==> config.mk <==
export PLATFORM = sky130hd
export DESIGN_NAME = lpif_tx_packer
export DESIGN_NICKNAME = d
export VERILOG_FILES = /design/src/rtl/pcie_lpif_pkg.sv /design/src/rtl/lpif_out_stage.sv /design/src/rtl/lpif_tx_packer.sv
export SDC_FILE = /design/constraint.sdc
export NUM_CORES = 2
export LEC_CHECK = 0
export CORE_MARGIN = 1.5
export CORE_UTILIZATION = 35
export CTS_CLUSTER_DIAMETER = 40
export DETAILED_ROUTE_END_ITERATION = 16
export MAX_ROUTING_LAYER = met4
export SLEW_MARGIN = 20
export SYNTH_ARGS = -nofsm -noshare
export SYNTH_HDL_FRONTEND = slang
export SYNTH_SLANG_ARGS = --single-unit
==> constraint.sdc <==
create_clock -name pclk -period 5.3 [get_ports pclk]
set_input_delay 1.325 -clock pclk [delete_from_list [all_inputs] [get_ports pclk]]
set_output_delay 1.325 -clock pclk [all_outputs]
set_load 0.01 [all_outputs]
==> src/rtl/pcie_lpif_pkg.sv <==
// Shared types for the LPIF transmit-side packer: beat layout, FSM states,
// and marker selection helper.
package pcie_lpif_pkg;

   localparam int LPIF_BYTES = 64;
   localparam int LPIF_IW    = $clog2(LPIF_BYTES);

   typedef enum logic [1:0] {
      IDLE  = 2'd0,
      FILL  = 2'd1,
      STALL = 2'd2
   } pack_state_e;

   typedef enum logic {
      MK_TLP  = 1'b0,
      MK_DLLP = 1'b1
   } mk_type_e;

   typedef struct packed {
      logic [LPIF_BYTES-1:0][7:0] data;
      logic [LPIF_BYTES-1:0]      valid;
      logic [LPIF_BYTES-1:0]      tlpstart;
      logic [LPIF_BYTES-1:0]      tlpend;
      logic [LPIF_BYTES-1:0]      dlpstart;
      logic [LPIF_BYTES-1:0]      dlpend;
   } lpif_beat_t;

   // Sets the start or end marker of the selected packet type at byte idx.
   function automatic lpif_beat_t mark_beat(input lpif_beat_t b, input mk_type_e t,
                                            input logic is_end, input logic [LPIF_IW-1:0] idx);
      lpif_beat_t r;
      r = b;
      case ({t, is_end})
         {MK_TLP,  1'b0}: r.tlpstart[idx] = 1'b1;
         {MK_TLP,  1'b1}: r.tlpend[idx]   = 1'b1;
         {MK_DLLP, 1'b0}: r.dlpstart[idx] = 1'b1;
         default:         r.dlpend[idx]   = 1'b1;
      endcase
      return r;
   endfunction

endpackage

==> src/rtl/lpif_out_stage.sv <==
// Single-entry holding register for LPIF beats; holds lp_* stable until
// the downstream accepts with trdy.
module lpif_out_stage
   import pcie_lpif_pkg::*;
(
   input  logic       pclk,
   input  logic       reset_n,
   input  logic       i_load,
   input  lpif_beat_t i_beat,
   input  logic       i_trdy,
   output lpif_beat_t o_beat,
   output logic       o_irdy,
   output logic       o_empty_or_draining
);

   lpif_beat_t r_beat;
   logic       r_irdy;

   assign o_beat              = r_beat;
   assign o_irdy              = r_irdy;
   assign o_empty_or_draining = !r_irdy || i_trdy;

   always_ff @(posedge pclk or negedge reset_n) begin
      if (!reset_n) begin
         r_beat <= '0;
         r_irdy <= 1'b0;
      end else if (i_load) begin
         r_beat <= i_beat;
         r_irdy <= 1'b1;
      end else if (r_irdy && i_trdy) begin
         r_irdy <= 1'b0;
      end
   end

endmodule

==> src/rtl/lpif_tx_packer.sv <==
// Packs valid/ready byte-stream packets (TLP/DLLP) into 64-byte LPIF beats.
//   state | meaning
//   IDLE  | no packet open; a word without sop is dropped with err
//   FILL  | packet open, fill buffer partially written at wp
//   STALL | fill buffer closed, waiting for the output register to free up
module lpif_tx_packer
   import pcie_lpif_pkg::*;
#(
   parameter int IN_BYTES  = 4,
   parameter int OUT_BYTES = LPIF_BYTES
) (
   input  logic                         pclk,
   input  logic                         reset_n,
   input  logic [8*IN_BYTES-1:0]        in_data,
   input  logic                         in_valid,
   output logic                         in_ready,
   input  logic                         in_sop,
   input  logic                         in_eop,
   input  logic                         in_dllp,
   input  logic [$clog2(IN_BYTES):0]    in_nbytes,
   output logic [8*OUT_BYTES-1:0]       lp_data,
   output logic [OUT_BYTES-1:0]         lp_valid,
   output logic [OUT_BYTES-1:0]         lp_tlpstart,
   output logic [OUT_BYTES-1:0]         lp_tlpend,
   output logic [OUT_BYTES-1:0]         lp_dlpstart,
   output logic [OUT_BYTES-1:0]         lp_dlpend,
   output logic                         lp_irdy,
   input  logic                         pl_trdy,
   output logic                         err
);

   localparam int                NB_W    = $clog2(IN_BYTES) + 1;
   localparam int                WP_W    = LPIF_IW;
   localparam logic [NB_W-1:0]   NB_FULL = NB_W'(IN_BYTES);
   localparam logic [WP_W-1:0]   WP_LAST = WP_W'(OUT_BYTES - IN_BYTES);
   localparam logic [WP_W-1:0]   WP_STEP = WP_W'(IN_BYTES);

   pack_state_e     r_state;
   logic [WP_W-1:0] r_wp;
   lpif_beat_t      r_fill;
   mk_type_e        r_type;
   logic            r_stall_eop;
   logic            r_in_ready;
   logic            r_err;

   logic            w_acc;
   logic            w_word;
   logic            w_err;
   logic            w_close;
   logic            w_oe;
   logic            w_load;
   logic [WP_W-1:0] w_wp;
   logic [NB_W-1:0] w_nb;
   mk_type_e        w_type;
   lpif_beat_t      w_beat;
   lpif_beat_t      w_load_beat;
   lpif_beat_t      w_out;

   // w_beat is the fill buffer as it looks with the current word merged in;
   // a sop word starts from a clean buffer, which also discards a partial beat.
   always_comb begin
      w_acc  = in_valid && r_in_ready;
      w_word = w_acc && (in_sop || (r_state == FILL));
      w_err  = w_acc && (in_sop ? (r_state == FILL) : (r_state == IDLE));
      w_wp   = in_sop ? '0 : r_wp;
      w_type = in_sop ? mk_type_e'(in_dllp) : r_type;
      w_nb   = (!in_eop || (in_nbytes == '0) || (in_nbytes > NB_FULL)) ? NB_FULL : in_nbytes;
      w_beat = in_sop ? '0 : r_fill;
      for (int i = 0; i < IN_BYTES; i++) begin
         w_beat.data[w_wp + WP_W'(i)] = in_data[i*8 +: 8];
         if (i < int'(w_nb)) w_beat.valid[w_wp + WP_W'(i)] = 1'b1;
      end
      if (in_sop) w_beat = mark_beat(w_beat, w_type, 1'b0, '0);
      if (in_eop) w_beat = mark_beat(w_beat, w_type, 1'b1, w_wp + WP_W'(w_nb) - WP_W'(1));
      w_close     = w_word && (in_eop || (w_wp == WP_LAST));
      w_load      = w_oe && (w_close || (r_state == STALL));
      w_load_beat = (r_state == STALL) ? r_fill : w_beat;
   end

   always_ff @(posedge pclk or negedge reset_n) begin
      if (!reset_n) begin
         r_state     <= IDLE;
         r_wp        <= '0;
         r_fill      <= '0;
         r_type      <= MK_TLP;
         r_stall_eop <= 1'b0;
         r_in_ready  <= 1'b0;
         r_err       <= 1'b0;
      end else begin
         r_err      <= w_err;
         r_in_ready <= 1'b1;
         case (r_state)
            IDLE, FILL: begin
               if (w_word) begin
                  r_type <= w_type;
                  if (w_close && w_oe) begin
                     r_fill  <= '0;
                     r_wp    <= '0;
                     r_state <= in_eop ? IDLE : FILL;
                  end else if (w_close) begin
                     r_fill      <= w_beat;
                     r_stall_eop <= in_eop;
                     r_state     <= STALL;
                     r_in_ready  <= 1'b0;
                  end else begin
                     r_fill  <= w_beat;
                     r_wp    <= w_wp + WP_STEP;
                     r_state <= FILL;
                  end
               end
            end
            STALL: begin
               if (w_oe) begin
                  r_fill  <= '0;
                  r_wp    <= '0;
                  r_state <= r_stall_eop ? IDLE : FILL;
               end else begin
                  r_in_ready <= 1'b0;
               end
            end
            default: r_state <= IDLE;
         endcase
      end
   end

   lpif_out_stage u_out (
      .pclk                (pclk),
      .reset_n             (reset_n),
      .i_load              (w_load),
      .i_beat              (w_load_beat),
      .i_trdy              (pl_trdy),
      .o_beat              (w_out),
      .o_irdy              (lp_irdy),
      .o_empty_or_draining (w_oe)
   );

   assign in_ready    = r_in_ready;
   assign err         = r_err;
   assign lp_data     = w_out.data;
   assign lp_valid    = w_out.valid;
   assign lp_tlpstart = w_out.tlpstart;
   assign lp_tlpend   = w_out.tlpend;
   assign lp_dlpstart = w_out.dlpstart;
   assign lp_dlpend   = w_out.dlpend;

endmodule

; ---- After elaboration in Yosys (flattened, before gate mapping)
; Cells that the tools add are included.
[totals]
out_inout_bits = 835
reg_bits = 1677
inputBits = 42
[classes]
n_eq_ne = 6
addsub = 6
mux = 61
magnitude_cmp = 15
n_bitwise = 7
n_reduce_logical = 30
[op_table]
columns = cell, count
row1 = two-way mux 832 bit, 5
row2 = bitwise mux 512 bit, 4
row3 = one-hot mux 832 bit (2 select lines), 1
row4 = two-way mux 64 bit, 6
row5 = OR 64 bit, 6
row6 = two-way mux 193 bit, 1
row7 = demux 8 bit (select 6 bit), 4
row8 = two-way mux 192 bit, 1
row9 = < comparator 6 x 7 -> 1 bit (second input constant), 5
row10 = two-way mux 8 bit, 4
row11 = demux 1 bit (select 6 bit), 5
row12 = greater-or-equal comparator 6 x 1 -> 1 bit (second input constant), 5
row13 = two-way mux 6 bit, 5
row14 = two-way mux 1 bit, 17
row15 = adder 6 x 2 -> 6 bit (second input constant), 2
row16 = logical AND 1 bit, 12
row17 = one-hot mux 6 bit (2 select lines), 1
row18 = two-way mux 2 bit, 4
row19 = AND reduction 4 bit, 2
row20 = adder 6 x 1 -> 6 bit (second input constant), 1
row21 = adder 6 x 3 -> 6 bit, 1
row22 = adder 6 x 3 -> 6 bit (second input constant), 1
row23 = == test 6 bit (second input constant), 1
row24 = logical OR 1 bit, 6
row25 = 19 further kinds, 25

; ---- Logic depth before layout (Yosys ltp)
[depth]
word_depth = 16
mapped_depth = 19
ltp_nobuf = 13

; ---- By module
; A second synthesis with hierarchy kept.
[unflattened]
hier_cells = 10713
area_unflattened_um2 = 100283.7
[by_module_without_submodules]
columns = module, area_each_um2, seq_area_each_um2, instances, cells_each
row1 = lpif_tx_packer, 67843.8, 21120.3, 1, 8953
row2 = lpif_out_stage, 32439.9, 20845.0, 1, 1760

; ---- Worst setup path after synthesis
; OpenSTA, ideal clock, no wires.
[synth_path]
path_kind = input to register
startpoint = input port in_sop
endpoint = register r_fill[24] in the netlist's numbering
setup_ns = 0.083
stages = 18
arrival_ns = 5.266
slack_ns = -0.049
path_buffers = 6
required_time_ns = 5.217
cell_sequence = buf_4 -> inv_2 -> buf_2 -> clkbuf_1 -> clkbuf_1 -> buf_1 -> nand2_1 -> ha_1 -> inv_1 -> fa_1 -> a21oi_1 -> o21bai_1 -> xnor2_1 -> nand2_1 -> nor3_1 -> clkbuf_1 -> a22oi_1 -> o21ai_0
[synth_via]
elab_chain_len = 13
[synth_lines]
columns = element, line_no
row1 = start: declaration, lpif_tx_packer.sv:17  ; input logic in_sop,
row2 = two-way mux 6 bit, lpif_tx_packer.sv:65  ; w_wp = in_sop ? '0 : r_wp;
row3 = adder 6 x 3 -> 6 bit, lpif_tx_packer.sv:74  ; if (in_eop) w_beat = mark_beat(w_beat, w_type, 1'b1, w_wp + WP_W'(w_nb) - WP_W'(1));
row4 = subtractor 6 x 1 -> 6 bit, lpif_tx_packer.sv:74
row5 = < comparator 6 x 7 -> 1 bit (not written as such) / greater-or-equal comparator 6 x 1 -> 1 bit (equally long branches), pcie_lpif_pkg.sv:37  ; default: r.dlpend[idx] = 1'b1;
row6 = logical AND 1 bit (not written as such), pcie_lpif_pkg.sv:37
row7 = two-way mux 1 bit (not written as such), pcie_lpif_pkg.sv:37
row8 = demux 1 bit (select 6 bit), pcie_lpif_pkg.sv:37
row9 = OR 64 bit (no line), n/a
row10 = two-way mux 64 bit, pcie_lpif_pkg.sv:33  ; case ({t, is_end})
row11 = two-way mux 192 bit, lpif_tx_packer.sv:74
row12 = two-way mux 832 bit, lpif_tx_packer.sv:96  ; if (w_close && w_oe) begin
row13 = two-way mux 832 bit, lpif_tx_packer.sv:94  ; if (w_word) begin
row14 = one-hot mux 832 bit (2 select lines), lpif_tx_packer.sv:92  ; case (r_state)
row15 = end signal: assignment, lpif_tx_packer.sv:101  ; r_fill <= w_beat;
row16 = end signal: assignment, lpif_tx_packer.sv:106  ; r_fill <= w_beat;
row17 = end: declaration, lpif_tx_packer.sv:40  ; lpif_beat_t r_fill;
; Several ways; a longest one is shown, not always the timed one. The select of a mux whose other input is x is not followed.
; A chain may end at the register's enable or synchronous reset.

; ---- Final worst setup path
[layout_path]
startpoint = input port in_eop
endpoint = register u_out.r_beat (netlist bit u_out.o_beat[163])
[layout_via]
elab_chain_len = 14
[layout_lines]
columns = element, line_no
row1 = start: declaration, lpif_tx_packer.sv:18  ; input logic in_eop,
row2 = zero test 1 bit, lpif_tx_packer.sv:67  ; w_nb = (!in_eop || (in_nbytes == '0) || (in_nbytes > NB_FULL)) ? NB_FULL : in_nbytes;
row3 = logical OR 1 bit (2 in a row), lpif_tx_packer.sv:67
row4 = two-way mux 3 bit, lpif_tx_packer.sv:67
row5 = adder 6 x 3 -> 6 bit, lpif_tx_packer.sv:74
row6 = subtractor 6 x 1 -> 6 bit, lpif_tx_packer.sv:74
row7 = < comparator 6 x 7 -> 1 bit (not written as such) / greater-or-equal comparator 6 x 1 -> 1 bit (equally long branches), pcie_lpif_pkg.sv:35  ; {MK_TLP, 1'b1}: r.tlpend[idx] = 1'b1;
row8 = logical AND 1 bit (not written as such), pcie_lpif_pkg.sv:35
row9 = two-way mux 1 bit (not written as such), pcie_lpif_pkg.sv:35
row10 = demux 1 bit (select 6 bit), pcie_lpif_pkg.sv:35
row11 = OR 64 bit (no line), n/a
row12 = two-way mux 64 bit, pcie_lpif_pkg.sv:33
row13 = two-way mux 192 bit, lpif_tx_packer.sv:74
row14 = two-way mux 832 bit, lpif_tx_packer.sv:77  ; w_load_beat = (r_state == STALL) ? r_fill : w_beat;
row15 = end signal: assignment, lpif_out_stage.sv:28  ; r_beat <= i_beat;
row16 = end: declaration, lpif_out_stage.sv:16  ; lpif_beat_t r_beat;
; Several ways; a longest one is shown, not always the timed one.

==> results.cfg <==
[run_status]
status = completed

[cts]
cts.htree.levels = 5
cts_made_buffers = 344
root_buffer = clkbuf_16
cts_tree = yes
post_cts_buffers = 0
cts_buffer_depth = 4
cts_resized = 0
clk_pin_slew_ps = 50
cts.sinks = 1677
clkLatencyLatePin_ps = 970
hold_buffers = 0

[synth]
synth_top_area_share_pct = 43.97
syn_inst = 11480
syn_avg_cell_area_sq_um = 8.312
ys_ff_latch = 1677
synth.most_common_cell = dfrtp_1
synth_area_leaders = dfrtp_1, o21ai_0, nand2_1
synth_top_cells_by_count = dfrtp_1, nand2_1, o21ai_0, clkbuf_1, a21oi_1
syn_nets = 11540
synth_edf_count = 0
synth_cell_types = 122
synthFlopType = dfrtp_1
async_flop_share_pct = 100.0
netlist_area_sq_mm = 0.09544
yosysSeqAreaShare_pct = 43.97
ys_warn_count = 0
synth_top_area_cell = dfrtp_1

[floorplanning]
fp.dieH_um = 525.2
core_area_sq_mm = 0.2710
start_util_pct = 35.22
die_x_um = 525.2
die_area_sq_mm = 0.2758
io_pins = 877
num_rows = 191

[worst_setup_path]
end_kind = flop
cp.arrival_ps = 5350
start_kind = input pin
startpoint = in_eop
slowest_stage = nor3_1
crit_family = buffers and inverters
crit_chain = clkdlybuf4s50_1, nor2b_1, buf_4, o21ai_1, clkinv_1, ha_1, inv_1, fa_1, nand2b_1, buf_4, nor3_1, a221oi_1, nor2_1
crit_top_cell = buf_4
cp_max_fo = 7
crit_required_ps = 6140
rr_startpoint = r_wp[4]$_DFFE_PN0P_
r2r.worst_path.cells = 13
cpPeakStageDelay_ps = 710
path_class = input pin to flop
rr_endpoint = u_out.o_beat[552]$_DFFE_PN0P_
critical_path_buf_inv_count = 5
r2r_setup_slack_ps = 870

[finish]
areaGrowthSynthToFinish_pct = 30.38
seqCellArea_sq_mm = 0.04197
final_layout_size_suffix_gt1_share_pct = 13.99
multi_input_area_sq_mm = 0.04852
final_area_sq_mm = 0.1244
nets = 12410
fin_cells = 16250
fin_util_pct = 45.91
nFillCells = 26020

[route]
via_count = 109300
vias_per_cell = 6.727
wl_um = 603600
drc_errors = 0
wire_per_inst_um = 37.15
antenna_left = 0
dr.pass1.iters = 7
drt-initial-drc-count = 17240

[power]
leakage_nw = 50.88
irDropWorstVdd_mv = 0.2970
cellPowerDensity_mw_per_mm2 = 397.8

[grt]
grt_use_total_pct = 43.22
grt.overflow.total = 0
grt_max_degree = 184
antenna_found_initial = 46
grt_pass1_wl_um = 831300
grt_pass1_vias = 101900

[timing]
rsz0062_at_grt = no
clock-skew-final_ps = 82.11
period_share_pct = 85.21
period_minus_slack_ps = 4516
tns_ps = 0
max-slew-margin-rel_pct = 10.84
tightest_slew_ps = 1337
finalSetupViolations = 0
hold_ws_ps = 391.9
finalMaxSlewViolations = 0
clock.fmax_ghz = 0.2214
hold_viol_final = 0

[placed_design]
place_area_sq_mm = 0.1116
hpwl_um = 403900
placed_cells = 15570
routabilityCongestion = 1.066
place.port_buffers = 876

[hold_path]
hp-class = input pin to async pin

[flow_run]
max_cap_violations = 0
## through the flow
step	power (mW)	setup WS (ps)
2_1_floorplan	19.01	47.98
3_3_place_gp	25.23	40.59
3_5_place_dp	25.29	19.98
4_1_cts	49.37	961.2
5_1_grt	50.71	727.1
6_report	49.50	783.7
## layout make-up
class	count	share of cell area, %
Timing Repair Buffer	1706	13.03
Clock inverter	229	2.725
Clock buffer	412	7.497
Tap cell	3570	3.590
Inverter	116	0.3590
Antenna cell	36	0.07240
Sequential cell	1677	33.73
Multi-Input combinational cell	8502	39.00
## power by group
part | internal (mW) | switching, mW
clock network | 15.8 | 8.32
registers | 14.2 | 1.52
logic | 3.63 | 6.01
total | 33.7 | 15.8
## logic make-up after synthesis
logic type	Yosys count	share of synthesized area, %
compound gates	4562	30.47
xor+xnor	26	0.3763
fa+ha+maj	17	0.2307
buf+inv	1303	5.497
flops	1677	43.97
mux	65	0.7643
simple gates	3832	18.69
## flip-flops by register name, indices dropped and copies added, names as in the netlist
signal,flops
err,1
in_ready,1
r_fill,832
r_stall_eop,1
r_state,2
r_type,1
r_wp,6
u_out.o_beat,832
u_out.o_irdy,1
## worst register-to-register path, cell delays in order (launching register included)
cell and delay, ps:
dfrtp_1 790, and2b_4 270, ha_1 180, buf_4 180, o211a_2 250, mux2i_1 270, buf_4 340, nor2_1 110
buf_4 200, buf_4 200, a31oi_1 780, a31oi_1 380, buf_4 240, a21o_1 140
## layer usage
layer,track usage (%),routed length (um),vias to the layer above
met3,12.94,77370,1956
met2,58.77,244900,8880
met4,25.26,42130,0
li1,-,-,44240
met1,56.27,239100,54220
met5,-,0,-
## layout by cell type (no fill, tap or decap), types with 36 or more instances in the layout
| cell | instances |
|---|---|
| nand4_1 | 48 |
| o211ai_1 | 260 |
| and3_1 | 147 |
| o31ai_1 | 134 |
| bufinv_16 | 63 |
| nor3_1 | 408 |
| nand3_1 | 204 |
| a21o_1 | 151 |
| and2_1 | 143 |
| a21oi_1 | 943 |
| a211oi_1 | 320 |
| a221oi_1 | 197 |
| inv_1 | 101 |
| diode_2 | 36 |
| a31oi_1 | 216 |
| clkbuf_16 | 348 |
| dfrtp_1 | 1674 |
| o21ai_0 | 1220 |
| a22oi_1 | 61 |
| nor3b_1 | 127 |
| clkbuf_8 | 38 |
| a22o_1 | 65 |
| nor2_1 | 920 |
| nand2_1 | 1551 |
| o22ai_1 | 181 |
| o221ai_1 | 224 |
| clkinv_2 | 48 |
| mux2i_1 | 43 |
| buf_4 | 744 |
| clkdlybuf4s50_1 | 842 |
| o21ai_1 | 185 |
| nor4_1 | 36 |
| buf_12 | 104 |
| a31o_2 | 60 |
| o21a_1 | 47 |
## how the worst max path moves through the flow
stage,endpoint,slack (ps),cells after the start
after CTS,u_out.o_beat[179]$_DFFE_PN0P_,960,13
after floorplan,r_fill[16]$_DFFE_PN0P_,50,17
final,u_out.o_beat[163]$_DFFE_PN0P_,780,13
after detailed placement,u_out.o_beat[179]$_DFFE_PN0P_,20,13
after global routing,u_out.o_beat[171]$_DFFE_PN0P_,730,13
after global placement,u_out.o_beat[142]$_DFFE_PN0P_,40,12
(Power assumes the default switching activity.)
